`src/rtl/tdm128_codec_responder.sv`:
```
// TDM128 codec responder: 4-slot x 32-bit TDM slave. Receives DAC words on sdin and
// returns ADC words on sdout, framed by the master's bick/lrck, all in the clk_256fs domain.
module tdm128_codec_responder #(
    parameter int unsigned W = 16
) (
    input  logic         clk_256fs,
    input  logic         rst,
    input  logic         bick,
    input  logic         lrck,
    input  logic         sdin,
    output logic         sdout,
    input  logic [W-1:0] adc_sample_in0,
    input  logic [W-1:0] adc_sample_in1,
    input  logic [W-1:0] adc_sample_in2,
    input  logic [W-1:0] adc_sample_in3,
    output logic [W-1:0] dac_sample_out0,
    output logic [W-1:0] dac_sample_out1,
    output logic [W-1:0] dac_sample_out2,
    output logic [W-1:0] dac_sample_out3,
    output logic         dac_valid,
    output logic         frame_start,
    output logic         sync_err
);

    localparam int unsigned IW = (W > 1) ? $clog2(W) : 1;

    typedef enum logic [0:0] {StSyncWait, StRun} state_e;

    state_e       state_q;
    logic         bick_q, lrck_q;
    logic [7:0]   bitpos_q;
    logic         frame_ok_q;
    logic [W-1:0] rx_q [4];
    logic [W-1:0] tx_q [4];
    logic [W-1:0] dac_q [4];
    logic         sdout_q, dac_valid_q, frame_start_q, sync_err_q;

    logic          rise, fall, boundary, lrck_rise, run;
    logic          err_rise, err_short, err_long;
    logic [1:0]    slot;
    logic [4:0]    bit_idx;
    logic          bit_live;
    logic [IW-1:0] sel;

    assign rise      = bick & ~bick_q;
    assign fall      = ~bick & bick_q;
    assign boundary  = fall & ~lrck & lrck_q;
    assign lrck_rise = lrck & ~lrck_q;
    assign run       = (state_q == StRun);

    // Framing checks only apply once locked; before that bitpos is free-running.
    assign err_rise  = run & lrck_rise & (bitpos_q != 8'd64);
    assign err_short = run & boundary & (bitpos_q != 8'd128);
    assign err_long  = run & rise & (bitpos_q == 8'd128);

    assign slot     = bitpos_q[6:5];
    assign bit_idx  = bitpos_q[4:0];
    assign bit_live = (32'(bit_idx) < W) && !bitpos_q[7];
    assign sel      = IW'(W - 32'd1 - 32'(bit_idx));

    always_ff @(posedge clk_256fs) begin
        if (rst) begin
            state_q       <= StSyncWait;
            bick_q        <= 1'b0;
            lrck_q        <= 1'b0;
            bitpos_q      <= '0;
            frame_ok_q    <= 1'b0;
            sdout_q       <= 1'b0;
            dac_valid_q   <= 1'b0;
            frame_start_q <= 1'b0;
            sync_err_q    <= 1'b0;
            for (int n = 0; n < 4; n++) begin
                rx_q[n]  <= '0;
                tx_q[n]  <= '0;
                dac_q[n] <= '0;
            end
        end else begin
            bick_q        <= bick;
            lrck_q        <= lrck;
            dac_valid_q   <= 1'b0;
            frame_start_q <= 1'b0;
            sync_err_q    <= err_rise | err_short | err_long;

            if (rise) bitpos_q <= bitpos_q + 8'd1;

            case (state_q)
                StSyncWait: sdout_q <= 1'b0;
                StRun: begin
                    if (rise && bit_live) rx_q[slot][sel] <= sdin;
                    if (fall) sdout_q <= bit_live ? tx_q[slot][sel] : 1'b0;
                    if (err_rise || err_long) begin
                        state_q    <= StSyncWait;
                        sdout_q    <= 1'b0;
                        frame_ok_q <= 1'b0;
                    end
                end
                default: state_q <= StSyncWait;
            endcase

            // Boundary actions win over the per-bit drive above.
            if (boundary) begin
                tx_q[0]       <= adc_sample_in0;
                tx_q[1]       <= adc_sample_in1;
                tx_q[2]       <= adc_sample_in2;
                tx_q[3]       <= adc_sample_in3;
                sdout_q       <= adc_sample_in0[W-1];
                frame_start_q <= 1'b1;
                bitpos_q      <= '0;
                state_q       <= StRun;
                frame_ok_q    <= ~err_short;
                if (run && frame_ok_q && !err_short) begin
                    for (int n = 0; n < 4; n++) dac_q[n] <= rx_q[n];
                    dac_valid_q <= 1'b1;
                end
            end
        end
    end

    assign sdout           = sdout_q;
    assign dac_valid       = dac_valid_q;
    assign frame_start     = frame_start_q;
    assign sync_err        = sync_err_q;
    assign dac_sample_out0 = dac_q[0];
    assign dac_sample_out1 = dac_q[1];
    assign dac_sample_out2 = dac_q[2];
    assign dac_sample_out3 = dac_q[3];

endmodule

```
`config.mk`:
```
export PLATFORM = sky130hd
export DESIGN_NAME = tdm128_codec_responder
export DESIGN_NICKNAME = d
export VERILOG_FILES = /design/src/rtl/tdm128_codec_responder.sv
export SDC_FILE = /design/constraint.sdc
export NUM_CORES = 1
export LEC_CHECK = 0
export ABC_AREA = 1
export BUFFER_PORTS_ARGS = -buffer_cell sky130_fd_sc_hd__buf_2
export CORE_MARGIN = 1.5
export CORE_UTILIZATION = 64
export CTS_BUF_LIST = sky130_fd_sc_hd__clkbuf_4
export CTS_CLUSTER_DIAMETER = 40
export DETAILED_ROUTE_END_ITERATION = 12
export GPL_ROUTABILITY_DRIVEN = 1
export HOLD_SLACK_MARGIN = 0.05
export PLACE_DENSITY = 0.86
export SKIP_LAST_GASP = 1
export SYNTH_ARGS = -nofsm -noshare
export SYNTH_HDL_FRONTEND = slang
export SYNTH_SLANG_ARGS = --single-unit
```
`constraint.sdc`:
```
create_clock -name clk_256fs -period 7.21 [get_ports clk_256fs]
set_input_delay 1.0815 -clock clk_256fs [delete_from_list [all_inputs] [get_ports clk_256fs]]
set_output_delay 1.0815 -clock clk_256fs [all_outputs]
set_load 0.1 [all_outputs]
```
==> results.sh <==
export IMPL_crit_fanout=49
export IMPL_cell_at_the_root_of_the_clock_tree="sky130_fd_sc_hd__clkbuf_4"
export IMPL_outcome="finished, final reports clean"
export IMPL_timing_hold_violations_final=0
export IMPL_cp_required_ns=7.48
export IMPL_post_route_min_period_ns=3.01
export IMPL_post_route_cells_drive_above_1_share_pct=22.9
export IMPL_setup_worst_path_start_class="flop"
export IMPL_series_of_cell_instances_along_the_critical_path="inv_1 -> ha_1 -> inv_1 -> nor3_2 -> nand4_2 -> nand2_2 -> buf_4"
export IMPL_mappedNetlistArea_um2=9490
export IMPL_wirelength_met1_um=7420
export IMPL_ios=137
export IMPL_grt_pass1_wl_um=31700
export IMPL_postCtsHoldBufs=0
export IMPL_slew_headroom_pct=32.9
export IMPL_max_stage_delay_ns=0.58
export IMPL_route_vias_total=6970
export IMPL_h_tree_depth=2
export IMPL_yosys_warnings=0
export IMPL_cts_sinks=210
export IMPL_synth_top_area_share_pct=60.8
export IMPL_totalNegativeSetupSlack_ns=0
export IMPL_synth_nets=1066
export IMPL_synthDistinctLibCells=32
export IMPL_postRouteAntennaNets=0
export IMPL_power_leakage_nw=5.01
export IMPL_via_per_inst=5.11
export IMPL_place_detailed_hpwl_um=13400
export IMPL_clk_insertion_delay_late_ns=0.64
export IMPL_synthesis_instances=993
export IMPL_chipWidth_um=125
export IMPL_tritoncts="built"
export IMPL_io_buffer_count=136
export IMPL_routed_wl_met2_um=10300
export IMPL_wire_per_inst_um=14.5
export IMPL_cell_types_with_the_largest_area_share_after_synthesis="sky130_fd_sc_hd__edfxtp_1 (61%), sky130_fd_sc_hd__inv_1 (8.1%), sky130_fd_sc_hd__nand2_1 (7.7%)"
export IMPL_top_layer_used="met4"
export IMPL_initial_core_utilization_pct=65.5
export IMPL_critPathBufInv=3
export IMPL_p_per_cell_area_nw_per_um2=236
export IMPL_finalWeightedCongestion=0.877
export IMPL_final_core_utilization_pct=74.7
export IMPL_post_cts_resize_count=0
export IMPL_ir_worst_vdd_mv=0.128
export IMPL_area_growth_pct=14.1
export IMPL_tightestPinTransition_ns=1.01
export IMPL_synth_async_sr_flop_share_pct=0
export IMPL_die_area_um2=15600
export IMPL_min_path_type="reg2reg"
export IMPL_timing_final_crit_share_pct=41.7
export IMPL_drv_max_cap_violation_count=0
export IMPL_dr_first_iter_drc_count=609
export IMPL_cp_end_kind="flop"
export IMPL_clock_pin_transition_on_the_worst_setup_and_hold_timing_paths_ns=0.08
export IMPL_num_nets_final=1218
export IMPL_route_detailed_drc=0
export IMPL_clk_path_buf_depth=3
export IMPL_num_rows=44
export IMPL_routed_wl_um=19700
export IMPL_grt_max_degree=70
export IMPL_fill_cells=978
export IMPL_fmax_mhz=332
export IMPL_synth_seq_area_share_pct=64.6
export IMPL_synth_largest_area_cell="sky130_fd_sc_hd__edfxtp_1"
export IMPL_netlist_top_cells_count="sky130_fd_sc_hd__inv_1 (205), sky130_fd_sc_hd__nand2_1 (194), sky130_fd_sc_hd__edfxtp_1 (192), sky130_fd_sc_hd__nor2_1 (177), sky130_fd_sc_hd__nand3_1 (47)"
export IMPL_post_synth_top_count_cell="sky130_fd_sc_hd__inv_1"
export IMPL_count_of_tritonroute_iterations_in_the_first_routing_pass=6
export IMPL_report_final_slew_viol_count=0
export IMPL_critical_path_class="reg2reg"
export IMPL_met3RoutedLength_um=1290
export IMPL_finClkSkew_ns=0.0251
export IMPL_synth_enable_flop_cells=192
export IMPL_timing_critical_path_arrival_ns=3.28
export IMPL_critPathTopFamily="buffers and inverters"
export IMPL_die_h_um=125
export IMPL_antenna_found_initial=1
export IMPL_fp_coreArea_um2=14500
export IMPL_postSynthRegisterBits=210
export IMPL_cts_setup_buffers=0
export IMPL_via_count_of_the_first_global_routing_pass=6949
export IMPL_critical_path_most_common_cell="sky130_fd_sc_hd__inv_1"
export IMPL_postSynth_topFlopCell="sky130_fd_sc_hd__edfxtp_1"
export IMPL_postSynthAreaPerCell_um2=9.55
export IMPL_globalRoute_totalOverflow=0
export IMPL_finalPower_w=0.00255
export IMPL_cts_inserted_buffers=49
export IMPL_crit_path_top_delay_cell="sky130_fd_sc_hd__buf_4"
export IMPL_grt_use_total_pct=25.7
export IMPL_setup_viol_count_final=0
export IMPL_rsz0062_at_grt="no"
layout by cell type (no fill, tap or decap), types with 3 or more instances in the layout:
master                       n
sky130_fd_sc_hd__clkbuf_4   73
sky130_fd_sc_hd__edfxtp_1  192
sky130_fd_sc_hd__nor2_4      3
sky130_fd_sc_hd__inv_1     203
sky130_fd_sc_hd__ha_1        4
sky130_fd_sc_hd__clkinv_1    9
sky130_fd_sc_hd__buf_2     136
sky130_fd_sc_hd__a21oi_1     9
sky130_fd_sc_hd__buf_4       4
sky130_fd_sc_hd__o21ai_0    28
sky130_fd_sc_hd__nor2_1    177
sky130_fd_sc_hd__inv_2      11
sky130_fd_sc_hd__nor3_1     19
sky130_fd_sc_hd__nor2_2     29
sky130_fd_sc_hd__nand3_1    47
sky130_fd_sc_hd__o21ai_1     3
sky130_fd_sc_hd__dfxtp_1    18
sky130_fd_sc_hd__nand2_1   193
path summary, 6_finish.rpt:
path / from / slack, ns / cells after the start / endpoint
worst max-delay path: bitpos_q[0] / 4.20 / 7 / dac_q[0][5]
worst min-delay path: sdout / 0.52 / 4 / sdout
worst max register to register: bitpos_q[0] / 4.20 / 7 / dac_q[0][5]
worst min register to register: sdout / 0.52 / 4 / sdout
through the flow:
| stage | cells | instance area (µm²) | setup WS [ns] | hold slack, ns |
|---|---|---|---|---|
| floorplan | 993 | 9490 | 3.63 | 0.468 |
| global placement | 1278 | 10200 | 3.79 | 0.491 |
| detailed placement | 1278 | 10200 | 3.69 | 0.508 |
| CTS | 1362 | 10800 | 4.22 | 0.524 |
| global route | 1363 | 10800 | 4.03 | 0.568 |
| finish | 1363 | 10800 | 4.20 | 0.521 |
tightest hold or removal path: stages, from the launching register on:
cell and delay, ns:
sky130_fd_sc_hd__dfxtp_1 0.32, sky130_fd_sc_hd__inv_1 0.04, sky130_fd_sc_hd__nand2_1 0.04, sky130_fd_sc_hd__nand2_1 0.05, sky130_fd_sc_hd__a21oi_1 0.03
flip-flops by register name, indices dropped and copies added, names as in the netlist, named ones only:
register	flops
bick_q	1
bitpos_q	8
dac_q	64
dac_valid	1
frame_ok_q	1
frame_start	1
lrck_q	1
run	1
rx_q	64
sdout	1
sync_err	1
tx_q	64
routing by layer:
| metal | vias up | global-route usage (%) |
|---|---|---|
| li1 | 3414 | - |
| met5 | - | 0 |
| met4 | 0 | 11.8 |
| met3 | 56 | 5.46 |
| met2 | 286 | 46.3 |
| met1 | 3214 | 29.4 |
power breakdown:
group          switching, W  internal, W  total (W)  leakage, nW
Clock              0.000445     0.000460   0.000905        0.358
Combinational      0.000217    0.0000460   0.000263         2.56
Sequential        0.0000164      0.00137    0.00138         2.10
Total              0.000678      0.00187    0.00255         5.01
area by class of cell:
class	instances	area, µm²	area share (%)
diodes	1	2.50	0.0231
clock inverters	11	42.5	0.393
repair buffers	140	711	6.57
clock buffers	73	548	5.06
multi-input cells	529	2350	21.7
inverters	215	811	7.49
well taps	184	230	2.13
flip-flops and latches	210	6130	56.6
cell families after synthesis:
logic type | Yosys count | share of synthesized area [%]
AO/OA/AOI/OAI | 42 | 2.27
XOR/XNOR | 1 | 0.0923
adder cells (fa/ha/maj) | 4 | 0.528
buffers and inverters | 254 | 10.7
AND/OR/NAND/NOR | 482 | 21.9
flip-flops | 210 | 64.6
Note: power is estimated with default switching activity, not from simulation.
